$ cat config.mk
export PLATFORM = sky130hd
export DESIGN_NAME = switch_debouncer
export DESIGN_NICKNAME = d
export VERILOG_FILES = /design/src/rtl/switch_debouncer.sv
export SDC_FILE = /design/constraint.sdc
export NUM_CORES = 1
export LEC_CHECK = 0
export CAP_MARGIN = 0
export CORE_ASPECT_RATIO = 1.5
export CORE_UTILIZATION = 45
export CTS_BUF_LIST = sky130_fd_sc_hd__clkbuf_4
export CTS_CLUSTER_DIAMETER = 80
export DETAILED_ROUTE_END_ITERATION = 7
export PLACE_DENSITY = 0.63
export SETUP_SLACK_MARGIN = 0.1
export SLEW_MARGIN = 30
export SYNTH_ARGS = -nofsm -noshare
export SYNTH_HDL_FRONTEND = slang
export SYNTH_SLANG_ARGS = --single-unit
$ cat constraint.sdc
create_clock -name i_Clk -period 10.65 [get_ports i_Clk]
set_input_delay 1.065 -clock i_Clk [delete_from_list [all_inputs] [get_ports i_Clk]]
set_output_delay 1.065 -clock i_Clk [all_outputs]
set_load 0.02 [all_outputs]
$ cat src/rtl/switch_debouncer.sv
// Multi-channel push-button conditioner: a 2-flop synchroniser per channel,
// an integrating debounce counter, and a per-channel repeat FSM. Each
// channel produces a debounced level, one-clock press/release pulses, and
// optional timed auto-repeat press pulses while the switch is held.
module switch_debouncer #(
    parameter int NUM_SW          = 4,
    parameter int DEBOUNCE_CYCLES = 250000,
    parameter int REPEAT_EN       = 1,
    parameter int REPEAT_DELAY    = 12500000,
    parameter int REPEAT_RATE     = 2500000
) (
    input  logic              i_Clk,
    input  logic              i_Rst,
    input  logic [NUM_SW-1:0] i_Switch,
    output logic [NUM_SW-1:0] o_Switch,
    output logic [NUM_SW-1:0] o_Press,
    output logic [NUM_SW-1:0] o_Release
);

    localparam int DEB_W   = $clog2(DEBOUNCE_CYCLES + 1);
    localparam int REP_MAX = (REPEAT_DELAY > REPEAT_RATE) ? REPEAT_DELAY : REPEAT_RATE;
    localparam int REP_W   = $clog2(REP_MAX + 1);

    localparam logic [DEB_W-1:0] DEB_LAST   = DEB_W'(DEBOUNCE_CYCLES - 1);
    localparam logic [REP_W-1:0] DELAY_LAST = REP_W'(REPEAT_DELAY - 1);
    localparam logic [REP_W-1:0] RATE_LAST  = REP_W'(REPEAT_RATE - 1);

    typedef enum logic [1:0] {
        RELEASED    = 2'd0,
        HELD_DELAY  = 2'd1,
        HELD_REPEAT = 2'd2
    } rep_state_t;

    logic [NUM_SW-1:0] sync1;
    logic [NUM_SW-1:0] sync2;
    logic [DEB_W-1:0]  deb_cnt [NUM_SW];
    logic [NUM_SW-1:0] rise;
    logic [NUM_SW-1:0] fall;

    rep_state_t        state      [NUM_SW];
    rep_state_t        state_next [NUM_SW];
    logic [REP_W-1:0]  rep_cnt      [NUM_SW];
    logic [REP_W-1:0]  rep_cnt_next [NUM_SW];
    logic [NUM_SW-1:0] press_next;
    logic [NUM_SW-1:0] release_next;

    // Two-flop synchroniser bringing the raw switches into the clock domain.
    always_ff @(posedge i_Clk or posedge i_Rst) begin
        if (i_Rst) begin
            sync1 <= {NUM_SW{1'b0}};
            sync2 <= {NUM_SW{1'b0}};
        end else begin
            sync1 <= i_Switch;
            sync2 <= sync1;
        end
    end

    // Accepted level changes: the synchronised sample has disagreed with the
    // current level long enough, so the level flips on this edge.
    always_comb begin
        rise = {NUM_SW{1'b0}};
        fall = {NUM_SW{1'b0}};
        for (int i = 0; i < NUM_SW; i++) begin
            if ((sync2[i] != o_Switch[i]) && (deb_cnt[i] == DEB_LAST)) begin
                rise[i] = sync2[i];
                fall[i] = ~sync2[i];
            end else begin
                rise[i] = 1'b0;
                fall[i] = 1'b0;
            end
        end
    end

    // Integrating debounce counter and debounced level per channel.
    always_ff @(posedge i_Clk or posedge i_Rst) begin
        if (i_Rst) begin
            for (int i = 0; i < NUM_SW; i++) begin
                deb_cnt[i] <= {DEB_W{1'b0}};
            end
            o_Switch <= {NUM_SW{1'b0}};
        end else begin
            for (int i = 0; i < NUM_SW; i++) begin
                if (sync2[i] == o_Switch[i]) begin
                    deb_cnt[i] <= {DEB_W{1'b0}};
                end else if (deb_cnt[i] == DEB_LAST) begin
                    deb_cnt[i]  <= {DEB_W{1'b0}};
                    o_Switch[i] <= sync2[i];
                end else begin
                    deb_cnt[i] <= deb_cnt[i] + DEB_W'(1);
                end
            end
        end
    end

    // Repeat FSM next-state and pulse decode; a release always wins over a
    // repeat pulse due on the same edge.
    always_comb begin
        press_next   = {NUM_SW{1'b0}};
        release_next = {NUM_SW{1'b0}};
        for (int i = 0; i < NUM_SW; i++) begin
            state_next[i]   = state[i];
            rep_cnt_next[i] = rep_cnt[i];
            case (state[i])
                RELEASED: begin
                    if (rise[i]) begin
                        press_next[i]   = 1'b1;
                        rep_cnt_next[i] = {REP_W{1'b0}};
                        state_next[i]   = HELD_DELAY;
                    end else begin
                        rep_cnt_next[i] = {REP_W{1'b0}};
                    end
                end
                HELD_DELAY: begin
                    if (fall[i]) begin
                        release_next[i] = 1'b1;
                        rep_cnt_next[i] = {REP_W{1'b0}};
                        state_next[i]   = RELEASED;
                    end else if (rep_cnt[i] == DELAY_LAST) begin
                        if (REPEAT_EN != 0) begin
                            press_next[i]   = 1'b1;
                            rep_cnt_next[i] = {REP_W{1'b0}};
                            state_next[i]   = HELD_REPEAT;
                        end else begin
                            rep_cnt_next[i] = rep_cnt[i];
                        end
                    end else begin
                        rep_cnt_next[i] = rep_cnt[i] + REP_W'(1);
                    end
                end
                HELD_REPEAT: begin
                    if (fall[i]) begin
                        release_next[i] = 1'b1;
                        rep_cnt_next[i] = {REP_W{1'b0}};
                        state_next[i]   = RELEASED;
                    end else if (rep_cnt[i] == RATE_LAST) begin
                        press_next[i]   = 1'b1;
                        rep_cnt_next[i] = {REP_W{1'b0}};
                    end else begin
                        rep_cnt_next[i] = rep_cnt[i] + REP_W'(1);
                    end
                end
                default: begin
                    rep_cnt_next[i] = {REP_W{1'b0}};
                    state_next[i]   = RELEASED;
                end
            endcase
        end
    end

    // Repeat FSM state, repeat counters and registered pulse outputs.
    always_ff @(posedge i_Clk or posedge i_Rst) begin
        if (i_Rst) begin
            for (int i = 0; i < NUM_SW; i++) begin
                state[i]   <= RELEASED;
                rep_cnt[i] <= {REP_W{1'b0}};
            end
            o_Press   <= {NUM_SW{1'b0}};
            o_Release <= {NUM_SW{1'b0}};
        end else begin
            for (int i = 0; i < NUM_SW; i++) begin
                state[i]   <= state_next[i];
                rep_cnt[i] <= rep_cnt_next[i];
            end
            o_Press   <= press_next;
            o_Release <= release_next;
        end
    end

endmodule

# Word-level counts from Yosys, hierarchy flattened
# Cells that the tools add are included.
[totals]
regBits = 196
input_bits = 6
output_inout_bits = 12
[op_classes]
n_addsub = 8
eq_ne = 40
mux = 88
bitwise_logic = 8
reduce_logical = 20
[op_table]
columns = ["cell", "count"]
rows = [
  ["$mux W24", 16],
  ["$pmux W24 S2", 4],
  ["$mux W18", 8],
  ["$add A24 B1 Y24 const B", 4],
  ["$eq A24 B22 Y1 const B", 4],
  ["$eq A24 B24 Y1 const B", 4],
  ["$add A18 B1 Y18 const B", 4],
  ["$eq A18 B18 Y1 const B", 4],
  ["$mux W1", 36],
  ["$mux W2", 16],
  ["$pmux W2 S3", 4],
  ["$ne A2 B2 Y1 const B", 8],
  ["$ne A3 B3 Y1 const B", 4],
  ["$pmux W1 S3", 4],
  ["$reduce_and A3 Y1", 4],
  ["$eq A2 B1 Y1 const B", 4],
  ["$eq A2 B2 Y1 const B", 4],
  ["$logic_not A2 Y1", 4],
  ["$not A1 Y1", 8],
  ["$reduce_and A2 Y1", 4],
  ["$reduce_or A2 Y1", 4],
  ["$eq A1 B1 Y1", 4],
  ["$logic_and A1 B1 Y1", 4],
  ["$ne A1 B1 Y1", 4],
]

# Longest topological paths before layout
[depth]
ltp_word = 5
ltp_mapped = 8

# Worst setup path before layout
# No wires, ideal clock.
[synth_timing]
path_kind = "register to register"
startpoint = "reg deb_cnt[0] (netlist bit)"
endpoint = "reg rep_cnt[16] (netlist bit)"
setup_time_ps = 119
arrival_time_ps = 1981
required_ps = 10531
slack_ps = 8550
path_stages_with_launch = 8
n_path_buf = 1
synth_period_minus_slack_ps = 2100
cell_sequence = "dfrtp_1 ha_1 nand3_1 or4_1 nor3_1 a211o_1 buf_4 nor2_1"
[synth_lines]
columns = ["item", "line", "text"]
rows = [
  ["start: declaration", "36", "logic [DEB_W-1:0] deb_cnt [NUM_SW];"],
  ["start signal: indexed assignment", "78", "deb_cnt[i] <= {DEB_W{1'b0}};"],
  ["start signal: indexed assignment", "84", "deb_cnt[i] <= {DEB_W{1'b0}};"],
  ["start signal: indexed assignment", "86", "deb_cnt[i] <= {DEB_W{1'b0}};"],
  ["end signal: indexed assignment", "155", "rep_cnt[i] <= {REP_W{1'b0}};"],
  ["end signal: indexed assignment", "162", "rep_cnt[i] <= rep_cnt_next[i];"],
  ["end: declaration", "42", "logic [REP_W-1:0] rep_cnt [NUM_SW];"],
]

# Worst setup path after layout
[layout_timing]
startpoint = "reg o_Switch[1]"
endpoint = "out o_Switch[1]"
[layout_lines]
columns = ["item", "line", "text"]
rows = [
  ["start: declaration", "15", "output logic [NUM_SW-1:0] o_Switch,"],
  ["start signal: assignment", "80", "o_Switch <= {NUM_SW{1'b0}};"],
  ["start signal: indexed assignment", "87", "o_Switch[i] <= sync2[i];"],
]
# No word-level cell between the ends.

==> impl_metrics.env <==
export IMPL_status="finished clean"
export IMPL_report_final_slew_viol_count=0
export IMPL_post_dp_hpwl_um=12800
export IMPL_met2_usage_pct=33.2
export IMPL_post_cts_buffers=0
export IMPL_ant_nets=0
export IMPL_ys_types=59
export IMPL_cts_htree_levels=4
export IMPL_nets=1096
export IMPL_viasPerCell=5.43
export IMPL_overflow=0
export IMPL_multi_input_area_um2=4910
export IMPL_whs_endpoint="sync2[3]"
export IMPL_rr_startpoint="deb_cnt[0]"
export IMPL_arrival_ns=1.79
export IMPL_tns_ns=0
export IMPL_cts_clk_slew_worst_paths_ns=0.16
export IMPL_syn_area_um2=10000
export IMPL_setup_viol=0
export IMPL_grt_usage_pct=18.4
export IMPL_clk_latency_ns=0.60
export IMPL_grt_pass1_wl_um=33900
export IMPL_ys_warn_count=0
export IMPL_dr_total_vias=7343
export IMPL_met1_usage_pct=21.5
export IMPL_ff2ff_setup_slack_ns=7.88
export IMPL_die_area_um2=22800
export IMPL_synth_seq_cells=196
export IMPL_synth_commonest_cells="nor2_1, dfrtp_1, xnor2_1"
export IMPL_grt_antenna_before_repair=1
export IMPL_die_w_um=124
export IMPL_area_growth_pct=7.58
export IMPL_fin_crit_sh_pct=26.8
export IMPL_cp_cell_sequence="clkdlybuf4s50_1"
export IMPL_crit_fanout=9
export IMPL_yosysTopAreaCellShare_pct=49.0
export IMPL_ir_drop_uv=52.4
export IMPL_p_leak_uw=0.00420
export IMPL_start_kind="flip-flop"
export IMPL_post_drt_wl_per_cell_um=14.0
export IMPL_synth_largest_area_cell="dfrtp_1"
export IMPL_synth_nets=1079
export IMPL_min_path_type="flip-flop to flip-flop"
export IMPL_worstReg2RegEnd="rep_cnt[9]"
export IMPL_drv_cap=0
export IMPL_crit_buf_inv=1
export IMPL_root_buffer="clkbuf_4"
export IMPL_synthTopCellsByArea="dfrtp_1, nor2_1, xnor2_1"
export IMPL_worst_ep_required_time_ns=9.59
export IMPL_num_rows=66
export IMPL_die_h_um=185
export IMPL_place_congestion=0.788
export IMPL_reg2reg_depth=6
export IMPL_dr_first_iter_drc_count=448
export IMPL_clkSinkCount=196
export IMPL_cts_tree="built"
export IMPL_power_density_nw_per_um2=108
export IMPL_synth_edff_count=0
export IMPL_grt_pass1_vias=7500
export IMPL_crit_type="flip-flop to primary output"
export IMPL_hold_depth=0
export IMPL_ff_latch_area_um2=4900
export IMPL_period_minus_slack_ns=2.86
export IMPL_ys_async_sr_fraction_pct=100
export IMPL_rsz0062_at_grt="false"
export IMPL_ys_flop_type="dfrtp_1"
export IMPL_cpLargestDelayFamily="buffers and inverters"
export IMPL_slew_headroom_pct=40.9
export IMPL_portBuffers=17
export IMPL_coreArea_um2=21700
export IMPL_grt_busiest_layer="met2"
export IMPL_clock_skew_ns=0.0217
export IMPL_synth_most_common_cell="nor2_1"
export IMPL_hold_buffers=0
export IMPL_hold_viol_final=0
export IMPL_syn_inst=1049
export IMPL_critical_path_max_stage_delay_ns=0.66
export IMPL_fillers=2086
export IMPL_grt_start_max_net_pins=118
export IMPL_numCtsBuffers=17
export IMPL_layout_drive_gt1_share_pct=4.26
export IMPL_ys_seq_area_share_pct=49.0
export IMPL_start_util_pct=46.1
export IMPL_finalWorstSetupSlack_ns=7.79
export IMPL_dp_slack_ns=7.68
export IMPL_postRouteWirelength_um=18900
export IMPL_drc=0
export IMPL_setup_worst_path_end_class="primary output"
export IMPL_fmax_mhz=350
export IMPL_slowest_stage="clkdlybuf4s50_1"
export IMPL_cts_buffer_depth=2
export IMPL_io_pins=18
export IMPL_synth_area_per_cell_um2=9.53
export IMPL_cts_resized=0
export IMPL_met3_usage_pct=3.22
export IMPL_firstDrtPassIters=4
export IMPL_min_from="sync1[3]"
export IMPL_worst_pin_slew_ns=0.878
## sequential cells by signal, summed over array words and instances, names as in the netlist
name,cells
state,8
o_Switch,4
rep_cnt,96
o_Press,4
o_Release,4
deb_cnt,72
sync2,4
sync1,4
## worst register-to-register path: cells and delay by family, from the launching register on
| family | cells | cell delay (ns) |
|---|---|---|
| flops | 1 | 0.47 |
| fa+ha+maj | 1 | 0.30 |
| compound gates | 1 | 0.70 |
| simple gates | 4 | 1.17 |
## cell families after synthesis
group / synth area share [%]
AOI/OAI and AO/OA: 3.77
xor gates and xnor gates: 13.5
adders and majority gates: 3.00
buffers and inverters: 2.40
DFF: 49.0
muxes: 0.338
and+or+nand+nor: 28.0
## cell type report
class	count	area share, %
multi-input cells	794	45.6
flip-flops and latches	196	45.6
well taps	272	3.16
repair buffers	18	1.69
inverters	39	1.43
clock inverters	15	1.30
clock buffers	17	1.19
diodes	1	0.0233
## metal layers
layer	up-vias	share of wire [%]
met2	63	52
li1	3647	-
met4	0	1.6
met5	-	0
met1	3612	44
met3	21	1.8
## placed cells by master, fill, tap and decap left out, types with 3 or more instances in the layout
master	instances
and3_1	29
nor3b_1	4
o221ai_4	3
nor4_1	21
inv_8	4
nor2_1	215
inv_1	38
inv_6	6
and2_1	6
a31oi_1	4
clkinv_4	3
xnor2_1	87
xor2_1	67
dfrtp_1	196
nand4_1	35
nand2_1	72
nand3_1	70
and4_1	18
nand4b_1	3
o311ai_0	4
nor3_1	42
a21oi_1	9
nand2b_1	7
a41oi_1	3
ha_1	24
nor4b_1	6
mux2_2	3
or4_1	9
nor4bb_1	7
clkdlybuf4s50_1	17
o21ai_0	7
clkbuf_4	17
## power by group
group | switching [uW] | total, uW | internal (uW)
clock | 279 | 382 | 104
sequential | 5.32 | 755 | 750
combinational | 22.5 | 29.1 | 6.63
total | 306 | 1170 | 860
## how the worst max path moves through the flow
stage	startpoint	to	slack [ns]	depth (start not counted)
after floorplan	i_Rst	deb_cnt[0]	4.24	1
after global placement	i_Rst	state[0]	7.35	3
after detailed placement	i_Rst	state[0]	7.68	3
after CTS	o_Switch[1]	o_Switch[1]	7.74	1
after global routing	deb_cnt[0]	rep_cnt[6]	7.68	6
final	o_Switch[1]	o_Switch[1]	7.79	1
## stage by stage
step	hold WS, ns	utilization, %	power, uW	area (um^2)	cells
after floorplan	0.331	-	789	10000	1049
after global placement	0.336	48.1	799	10500	1319
after detailed placement	0.336	48.3	800	10500	1319
after CTS	0.376	49.5	1190	10800	1351
after global routing	0.389	49.5	1220	10800	1352
final	0.370	49.5	1170	10800	1352
(Power assumes the default switching activity.)
